===== src/rtl/vx_commit_arb_if.sv =====
// Commit-stream bundle between the execute units (in_*) and the writeback port (out_*).
// master drives the source side and consumes the merged stream; slave is the arbiter.

interface vx_commit_arb_if #(
    parameter int NUM_INPUTS = 4,
    parameter int DATA_W     = 128,
    parameter int SEL_W      = $clog2(NUM_INPUTS)
);
    logic [NUM_INPUTS-1:0]             in_valid;
    logic [NUM_INPUTS-1:0][DATA_W-1:0] in_data;
    logic [NUM_INPUTS-1:0]             in_sop;
    logic [NUM_INPUTS-1:0]             in_eop;
    logic [NUM_INPUTS-1:0]             in_ready;

    logic                              out_valid;
    logic [DATA_W-1:0]                 out_data;
    logic                              out_sop;
    logic                              out_eop;
    logic [SEL_W-1:0]                  out_sel;
    logic                              out_ready;

    modport master (
        output in_valid, in_data, in_sop, in_eop, out_ready,
        input  in_ready, out_valid, out_data, out_sop, out_eop, out_sel
    );

    modport slave (
        input  in_valid, in_data, in_sop, in_eop, out_ready,
        output in_ready, out_valid, out_data, out_sop, out_eop, out_sel
    );
endinterface


===== src/rtl/vx_commit_arb.sv =====
// Round-robin merge of per-unit commit streams onto one writeback port.
// Multi-beat packets keep the grant until eop; output is decoupled by a 2-entry FIFO.

module vx_commit_arb_lane #(
    parameter int IDX   = 0,
    parameter int SEL_W = 2
) (
    input  logic             reset,
    input  logic             valid,
    input  logic             hi,
    input  logic             grant_vld,
    input  logic [SEL_W-1:0] grant_idx,
    input  logic             space,
    output logic             req_hi,
    output logic             ready
);
    localparam logic [SEL_W-1:0] ID = SEL_W'(IDX);

    assign req_hi = valid && hi;
    assign ready  = !reset && space && grant_vld && (grant_idx == ID);
endmodule

module vx_commit_arb #(
    parameter int NUM_INPUTS = 4,
    parameter int DATA_W     = 128,
    parameter int SEL_W      = $clog2(NUM_INPUTS)
) (
    input  logic           clk,
    input  logic           reset,
    vx_commit_arb_if.slave bus,
    output logic [31:0]    stall_cycles
);
    typedef struct packed {
        logic [DATA_W-1:0] data;
        logic              sop;
        logic              eop;
        logic [SEL_W-1:0]  sel;
    } ent_t;

    typedef enum logic {ARB_OPEN, ARB_LOCKED} arb_state_e;

    localparam logic [SEL_W-1:0] LAST = SEL_W'(NUM_INPUTS - 1);

    arb_state_e            state;
    logic [SEL_W-1:0]      rr_ptr;
    logic [SEL_W-1:0]      lock_src;

    ent_t                  fifo_q [2];
    logic                  wr_ptr;
    logic                  rd_ptr;
    logic [1:0]            count;

    logic                  space;
    logic                  push;
    logic                  pop;
    ent_t                  push_ent;
    ent_t                  head;

    logic [NUM_INPUTS-1:0] hi_mask;
    logic [NUM_INPUTS-1:0] req_hi;
    logic [NUM_INPUTS-1:0] ready;
    logic                  grant_vld;
    logic [SEL_W-1:0]      grant_idx;

    assign space = (count != 2'd2);
    assign pop   = (count != 2'd0) && bus.out_ready;

    // Sources at or above rr_ptr get first pick; the rest only if none of those are valid.
    assign hi_mask = ~((NUM_INPUTS'(1) << rr_ptr) - NUM_INPUTS'(1));

    always_comb begin
        grant_vld = 1'b0;
        grant_idx = '0;
        if (state == ARB_LOCKED) begin
            grant_vld = 1'b1;
            grant_idx = lock_src;
        end else if (|req_hi) begin
            grant_vld = 1'b1;
            for (int i = NUM_INPUTS - 1; i >= 0; i--)
                if (req_hi[i]) grant_idx = SEL_W'(i);
        end else if (|bus.in_valid) begin
            grant_vld = 1'b1;
            for (int i = NUM_INPUTS - 1; i >= 0; i--)
                if (bus.in_valid[i]) grant_idx = SEL_W'(i);
        end
    end

    for (genvar i = 0; i < NUM_INPUTS; i++) begin : g_lane
        vx_commit_arb_lane #(
            .IDX   (i),
            .SEL_W (SEL_W)
        ) u_lane (
            .reset     (reset),
            .valid     (bus.in_valid[i]),
            .hi        (hi_mask[i]),
            .grant_vld (grant_vld),
            .grant_idx (grant_idx),
            .space     (space),
            .req_hi    (req_hi[i]),
            .ready     (ready[i])
        );
    end

    assign bus.in_ready = ready;
    assign push         = |(bus.in_valid & ready);

    always_comb begin
        push_ent      = '0;
        push_ent.data = bus.in_data[grant_idx];
        push_ent.sop  = bus.in_sop[grant_idx];
        push_ent.eop  = bus.in_eop[grant_idx];
        push_ent.sel  = grant_idx;
    end

    always_ff @(posedge clk or posedge reset) begin
        if (reset) begin
            fifo_q[0] <= '0;
            fifo_q[1] <= '0;
            wr_ptr    <= 1'b0;
            rd_ptr    <= 1'b0;
            count     <= 2'd0;
        end else begin
            if (push) begin
                fifo_q[wr_ptr] <= push_ent;
                wr_ptr         <= ~wr_ptr;
            end
            if (pop) rd_ptr <= ~rd_ptr;
            count <= count + 2'(push) - 2'(pop);
        end
    end

    always_ff @(posedge clk or posedge reset) begin
        if (reset) begin
            state    <= ARB_OPEN;
            rr_ptr   <= '0;
            lock_src <= '0;
        end else if (push) begin
            if (push_ent.eop) begin
                state  <= ARB_OPEN;
                rr_ptr <= (grant_idx == LAST) ? '0 : grant_idx + SEL_W'(1);
            end else begin
                state    <= ARB_LOCKED;
                lock_src <= grant_idx;
            end
        end
    end

    always_ff @(posedge clk or posedge reset) begin
        if (reset)
            stall_cycles <= '0;
        else if (bus.out_valid && !bus.out_ready && stall_cycles != 32'hFFFF_FFFF)
            stall_cycles <= stall_cycles + 32'd1;
    end

    assign head          = fifo_q[rd_ptr];
    assign bus.out_valid = (count != 2'd0);
    assign bus.out_data  = head.data;
    assign bus.out_sop   = head.sop;
    assign bus.out_eop   = head.eop;
    assign bus.out_sel   = head.sel;

    // A continuation beat arriving while unlocked is still accepted; only flag it.
    a_sop_when_open: assert property (@(posedge clk) disable iff (reset)
        (push && state == ARB_OPEN) |-> push_ent.sop);
endmodule


===== src/flat_wrapper.sv =====
// flat-port wrapper written by rule: the top's interface ports become plain ports
module vx_commit_arb_flat 
#(
    parameter int NUM_INPUTS = 4,
    parameter int DATA_W     = 128,
    parameter int SEL_W      = $clog2(NUM_INPUTS)
)
  (clk, reset, stall_cycles, bus_in_valid, bus_in_data, bus_in_sop, bus_in_eop, bus_out_ready, bus_in_ready, bus_out_valid, bus_out_data, bus_out_sop, bus_out_eop, bus_out_sel);
  vx_commit_arb_if #(.NUM_INPUTS(NUM_INPUTS), .DATA_W(DATA_W), .SEL_W(SEL_W)) bus_i ();
  input  logic clk;
  input  logic reset;
  output logic [31:0] stall_cycles;
  input wire logic [$bits(bus_i.in_valid)-1:0] bus_in_valid;
  input wire logic [$bits(bus_i.in_data)-1:0] bus_in_data;
  input wire logic [$bits(bus_i.in_sop)-1:0] bus_in_sop;
  input wire logic [$bits(bus_i.in_eop)-1:0] bus_in_eop;
  input wire logic [$bits(bus_i.out_ready)-1:0] bus_out_ready;
  output wire logic [$bits(bus_i.in_ready)-1:0] bus_in_ready;
  output wire logic [$bits(bus_i.out_valid)-1:0] bus_out_valid;
  output wire logic [$bits(bus_i.out_data)-1:0] bus_out_data;
  output wire logic [$bits(bus_i.out_sop)-1:0] bus_out_sop;
  output wire logic [$bits(bus_i.out_eop)-1:0] bus_out_eop;
  output wire logic [$bits(bus_i.out_sel)-1:0] bus_out_sel;
  assign bus_i.in_valid = bus_in_valid;
  assign bus_i.in_data = bus_in_data;
  assign bus_i.in_sop = bus_in_sop;
  assign bus_i.in_eop = bus_in_eop;
  assign bus_i.out_ready = bus_out_ready;
  assign bus_in_ready = bus_i.in_ready;
  assign bus_out_valid = bus_i.out_valid;
  assign bus_out_data = bus_i.out_data;
  assign bus_out_sop = bus_i.out_sop;
  assign bus_out_eop = bus_i.out_eop;
  assign bus_out_sel = bus_i.out_sel;
  vx_commit_arb #(.NUM_INPUTS(NUM_INPUTS), .DATA_W(DATA_W), .SEL_W(SEL_W)) u_core (.clk(clk), .reset(reset), .bus(bus_i), .stall_cycles(stall_cycles));
endmodule

===== config.mk =====
export PLATFORM = sky130hd
export DESIGN_NAME = vx_commit_arb_flat
export DESIGN_NICKNAME = d
export VERILOG_FILES = /design/src/rtl/vx_commit_arb_if.sv /design/src/rtl/vx_commit_arb.sv /design/src/flat_wrapper.sv
export SDC_FILE = /design/constraint.sdc
export NUM_CORES = 1
export LEC_CHECK = 0
export BUFFER_PORTS_ARGS = -buffer_cell sky130_fd_sc_hd__buf_2
export CAP_MARGIN = 0
export CORE_AREA = 2 2 273 275
export DETAILED_ROUTE_END_ITERATION = 7
export DIE_AREA = 0 0 275 277
export GPL_ROUTABILITY_DRIVEN = 0
export GPL_TIMING_DRIVEN = 0
export PLACE_DENSITY = 0.56
export SLEW_MARGIN = 20
export SYNTH_ARGS = -nofsm -noshare
export SYNTH_HDL_FRONTEND = slang
export SYNTH_SLANG_ARGS = --single-unit

===== constraint.sdc =====
create_clock -name clk -period 17.35 [get_ports clk]
set_input_delay 3.47 -clock clk [delete_from_list [all_inputs] [get_ports clk]]
set_output_delay 3.47 -clock clk [all_outputs]
set_load 0.01 [all_outputs]

Yosys cells after proc, flatten, opt, wreduce, memory -nomap -nowiden
Cells that the tools add are included.
{"block": "word_totals", "reg_bits": 305, "inputBits": 527}
{"block": "classes", "add_sub_neg": 5, "magnitude_cmp": 4, "n_eq_ne": 5, "shift": 1, "muxes": 28, "bitwise_logic": 7, "n_reduce_logical": 23}
{"cell": "132-bit 2-to-1 mux", "n": 4}
{"cell": "264-bit bitwise mux", "n": 1}
{"cell": "128-bit binary-select mux with 2-bit select", "n": 1}
{"cell": "132-bit demux with 1-bit select", "n": 1}
{"cell": "128-bit 2-to-1 mux", "n": 1}
{"cell": "32-bit by 1-bit adder with 32-bit output, second input constant", "n": 1}
{"cell": "32-bit != test, second input constant", "n": 1}
{"cell": "2-bit 2-to-1 mux", "n": 12}
{"cell": "1-bit logical AND", "n": 14}
{"cell": "4-bit OR reduction", "n": 3}
{"cell": "1-bit 2-to-1 mux", "n": 6}
{"cell": "4-bit AND", "n": 1}
{"cell": "1-bit binary-select mux with 2-bit select", "n": 2}
{"cell": "2-bit equality test, second input constant", "n": 2}
{"cell": "2-bit greater-or-equal comparator, second input constant", "n": 2}
{"cell": "1-bit NOT with 2-bit output", "n": 2}
{"cell": "4-bit NOT", "n": 1}
{"cell": "2-bit AND reduction", "n": 2}
{"cell": "1-bit by 2-bit left shift with 4-bit output, first input constant", "n": 1}
{"cell": "4-bit by 2-bit subtractor with 4-bit output, second input constant", "n": 1}
{"cell": "2-bit by 3-bit less-than comparator with 1-bit output, second input constant", "n": 1}
{"cell": "1-bit NOT", "n": 3}
{"cell": "2-bit by 1-bit adder with 2-bit output", "n": 1}
{"cell": "2-bit by 1-bit adder with 2-bit output, second input constant", "n": 1}
{"cell": "other kinds (7)", "n": 8}

Depth between registers and ports, before layout
{"block": "depth", "depth_word": 16, "ltp_mapped": 15}

Hierarchy
Synthesis repeated with hierarchy kept, for this count alone.
{"block": "hier_totals", "hier_cells": 1691, "hier_area_um2": 17495.5}
{"module": "vx_commit_arb", "n_inst": 1, "cells_each": 1679, "area_per_inst_um2": 17374.2}
{"module": "vx_commit_arb_lane (u_core.g_lane[1].u_lane ...)", "n_inst": 2, "cells_each": 3, "area_per_inst_um2": 38.8}
{"module": "vx_commit_arb_lane (u_core.g_lane[3].u_lane)", "n_inst": 1, "cells_each": 3, "area_per_inst_um2": 23.8}
{"module": "vx_commit_arb_lane (u_core.g_lane[0].u_lane)", "n_inst": 1, "cells_each": 3, "area_per_inst_um2": 20.0}

Worst setup path after synthesis
OpenSTA, ideal clock, no wires.
{"block": "synth_path", "path_type": "input-to-reg", "start": "in reset", "end": "reg u_core.fifo_q[132] in the netlist's numbering", "arrival_ns": 11.392, "required_time_ns": 17.222, "path_slack_ns": 5.830, "stages": 8, "path_buffers": 2, "path_cell_list": "inv_1 -> nand3b_1 -> a221o_1 -> a21o_1 -> a21oi_1 -> buf_2 -> buf_4 -> mux2_1"}
{"block": "synth_via", "elab_chain_len": 6, "elab_cells_between_ends": 9, "cone_classes": "bitwise (1); reduce/logical (8)"}
{"item": "from (decl)", "line_no": "flat_wrapper.sv:11", "rtl": "input logic reset;"}
{"item": "1-bit logical NOT (no source line) *"}
{"item": "1-bit logical AND * (2 in series)", "line_no": "vx_commit_arb.sv:20", "rtl": "assign ready = !reset && space && grant_vld && (grant_idx == ID);"}
{"item": "1-bit logical AND", "line_no": "vx_commit_arb.sv:20"}
{"item": "4-bit AND *", "line_no": "vx_commit_arb.sv:105", "rtl": "assign push = |(bus.in_valid & ready);"}
{"item": "4-bit OR reduction *", "line_no": "vx_commit_arb.sv:105"}
{"item": "to (signal, indexed assignment)", "line_no": "vx_commit_arb.sv:124", "rtl": "fifo_q[wr_ptr] <= push_ent;"}
{"item": "to (decl)", "line_no": "vx_commit_arb.sv:48", "rtl": "ent_t fifo_q [2];"}
Mark *: on every way between the ends. The rest lies on a longest branch, timed or not.
A chain may end at the register's enable or synchronous reset.

Final worst setup path
{"block": "layout_path", "start": "in bus_in_valid[1]", "end": "out bus_in_ready[3]"}
{"block": "layout_via", "elab_chain_len": 7, "elab_cells_between_ends": 16, "cone_classes": "eq/ne (1); mux (10); reduce/logical (5)"}
{"item": "from (decl)", "line_no": "flat_wrapper.sv:13", "rtl": "input wire logic [$bits(bus_i.in_valid)-1:0] bus_in_valid;"}
{"item": "2-bit 2-to-1 mux or 1-bit logical AND (tied branches)", "line_no": "vx_commit_arb.sv:84, vx_commit_arb.sv:19"}
{"item": "2-bit 2-to-1 mux, on equally long branches", "line_no": "vx_commit_arb.sv:84, vx_commit_arb.sv:80"}
{"item": "2-bit 2-to-1 mux, on equally long branches", "line_no": "vx_commit_arb.sv:81, vx_commit_arb.sv:80"}
{"item": "2-bit 2-to-1 mux", "line_no": "vx_commit_arb.sv:77", "rtl": "end else if (|req_hi) begin"}
{"item": "2-bit 2-to-1 mux", "line_no": "vx_commit_arb.sv:74", "rtl": "if (state == ARB_LOCKED) begin"}
{"item": "2-bit equality test", "line_no": "vx_commit_arb.sv:20"}
{"item": "1-bit logical AND *", "line_no": "vx_commit_arb.sv:20"}
{"item": "to (decl)", "line_no": "flat_wrapper.sv:18", "rtl": "output wire logic [$bits(bus_i.in_ready)-1:0] bus_in_ready;"}
Marks and branches as above.

==> results.json <==
{
  "status": "complete, no violations",
  "cts-root-buf": "clkbuf_16",
  "relSlewSlack": 0.306,
  "nFillCells": 7657,
  "via_count": 14900,
  "p_leak_nw": 12.9,
  "fmax_mhz": 110,
  "syn-num-nets": 2285,
  "hold_viol": 0,
  "endpoint_kind": "output pin",
  "clock-sinks": 305,
  "async_reset_ff_frac": 1.00,
  "grt_pass1_wl_um": 93600,
  "drc": 0,
  "wl_met2_um": 31400,
  "start_kind": "primary input",
  "synth_top_cell_by_area": "dfrtp_1",
  "crit_arrival_ns": 5.64,
  "cts_buffer_depth": 3,
  "place_hpwl_um": 50100,
  "start_util": 0.249,
  "cts_resized": 0,
  "yosys_warnings": 0,
  "worstMarginPinSlew_ns": 1.03,
  "cts.clk_slew.worst_paths_ns": 0.05,
  "final_common_cell": "buf_2",
  "die_width_um": 275,
  "wl_met3_um": 4210,
  "placed_cells": 3421,
  "io_pins": 696,
  "cts_inserted_buffers": 37,
  "insertion_delay_ns": 0.55,
  "grt_pass1_vias": 15500,
  "antenna_found_initial": 11,
  "skew_ns": 0.0302,
  "syn_area_um2": 18300,
  "synth_cell_type_count": 50,
  "max_stage_delay_ns": 0.33,
  "grt_setup_unrepaired": "no",
  "io_buffer_count": 695,
  "synthFlopType": "dfrtp_1",
  "placed_area_um2": 23100,
  "hold_buffers": 0,
  "crit_fanout": 10,
  "setup_viol": 0,
  "areaGrowthSynthToFinish_pct": 32.9,
  "cpLargestDelayFamily": "buffers and inverters",
  "path_cells": "buf_2 -> nand2b_1 -> a221oi_2 -> o31a_1 -> buf_4 -> buf_2 -> buf_2 -> ha_1 -> inv_1 -> nor2_1 -> buf_4 -> buf_2",
  "wl_met1_um": 26500,
  "netlist_instances": 1754,
  "drt_first_pass_iters": 5,
  "drt_iter0_markers": 627,
  "path_common_cell": "buf_2",
  "fin_area_um2": 24400,
  "setup_tns_ns": 0,
  "fin_ws_ns": 8.24,
  "wl_per_cell_um": 18.3,
  "synth_top_area_share": 0.416,
  "period_share": 0.525,
  "top_layer": "met5",
  "cap_viol_max_count": 0,
  "via_per_inst": 4.26,
  "worst_path_max_delay_cell": "buf_2",
  "hold_path_class": "reg -> reg",
  "crit_type": "in -> out",
  "tritoncts": "yes",
  "pre_cts_ws_ns": 8.21,
  "regArea_um2": 7630,
  "core_area_um2": 73600,
  "synth-seq-area-share": 0.416,
  "grt_remaining_overflow": 0,
  "post-cts-setup-buffers": 0,
  "fin_cells": 3489,
  "pwr_density_cell_nw_per_um2": 193,
  "multi_input_area_um2": 8970,
  "drive_gt1_frac": 0.392,
  "antenna_left": 0,
  "critPathRequiredTime_ns": 13.88,
  "rows": 100,
  "synth_edf_count": 0,
  "final_nets": 3022,
  "grt_max_degree": 98,
  "ys_top_cells_by_area": "dfrtp_1 (42%), mux2i_1 (28%), mux2_2 (8.3%)",
  "min_period_ns": 9.11,
  "critPathBufInv": 7,
  "dieArea_um2": 76200,
  "avgSynthCellArea_um2": 10.5,
  "peakVddDrop_v": 0.000136,
  "slew_violations": 0,
  "ys_ff_latch": 305,
  "final_core_utilization": 0.331,
  "grt_usage": 0.162,
  "die_h_um": 277,
  "mostFrequentLayoutCells": "buf_2 (727), mux2i_1 (517), dfrtp_1 (305)",
  "cts_max_level": 2,
  "drt-total-wl_um": 63800
}
[per-stage QoR]
stage / hold slack, ns / power [mW]
2_1_floorplan: 0.454 / 2.99
3_3_place_gp: 0.465 / 3.95
3_5_place_dp: 0.471 / 3.98
4_1_cts: 0.483 / 4.81
5_1_grt: 0.506 / 5.08
6_report: 0.479 / 4.71
[flip-flops by register name, summed over array words and instances, names as in the netlist]
register,flops
u_core.rd_ptr,1
u_core.fifo_q,264
u_core.stall_cycles,32
u_core.rr_ptr,2
u_core.count,2
u_core.lock_src,2
u_core.wr_ptr,1
u_core.state,1
[power by group]
| group | switching (mW) | internal (mW) | total [mW] | leakage [nW] |
|---|---|---|---|---|
| clock network | 0.320 | 0.476 | 0.795 | 0.617 |
| logic | 1.57 | 1.16 | 2.73 | 8.74 |
| registers | 0.135 | 1.05 | 1.19 | 3.53 |
| total | 2.02 | 2.69 | 4.71 | 12.9 |
[path summary, 6_finish.rpt]
kind	start	to	slack [ns]	cells past startpoint
max in group asynchronous	reset	u_core.fifo_q[82]	13.12	4
worst max-delay path	bus_in_valid[1]	bus_in_ready[3]	8.24	12
worst min register to register	u_core.fifo_q[134]	u_core.fifo_q[134]	0.48	1
worst min-delay path	u_core.fifo_q[134]	u_core.fifo_q[134]	0.48	1
worst max register to register	u_core.rr_ptr[1]	u_core.fifo_q[188]	13.34	15
min in group asynchronous	reset	u_core.fifo_q[154]	2.94	2
[metal layers]
metal / vias up / track usage
met3: 78 / 0.0395
met4: 8 / 0.0446
met1: 6952 / 0.193
li1: 7369 / -
met5: - / 0
met2: 455 / 0.288
[cell type report]
type / instances / share of cell area
Clock inverter: 14 / 0.00734
Tap cell: 969 / 0.0497
Clock buffer: 49 / 0.0435
Antenna cell: 5 / 0.000513
Buffer: 109 / 0.0303
Sequential cell: 305 / 0.313
Multi-Input combinational cell: 1071 / 0.368
Inverter: 269 / 0.0417
Timing Repair Buffer: 698 / 0.146
[cells in the mapped netlist, types with 2 or more instances]
cell type / number
a21o_1: 3
nor2b_1: 3
nor2_1: 15
a21oi_2: 2
buf_4: 28
nand2_1: 147
nand3_1: 14
buf_1: 4
and3_1: 4
dfrtp_1: 305
nor4_1: 4
buf_2: 32
a21oi_1: 5
o21ai_0: 130
buf_6: 10
clkbuf_1: 26
inv_1: 269
o31a_1: 2
mux2_1: 8
ha_1: 4
mux2_2: 136
nand2b_1: 3
buf_8: 8
o21ai_1: 3
mux2i_1: 517
and2_1: 4
xnor2_1: 23
nor3_1: 6
nand4_1: 9
xor2_1: 10
[kinds of logic (layout without fill, tap and decap cells)]
group           after synthesis  count (layout)  share of synthesized area
buf+inv                     378            1139                     0.0951
mux                         662             662                      0.372
xor+xnor                     33              33                     0.0158
compound gates              156             156                     0.0476
simple gates                216             216                     0.0511
flops                       305             305                      0.416
other cells                   0               5                          0
fa+ha+maj                     4               4                    0.00273
No activity file was read; power rests on OpenSTA's default activity.
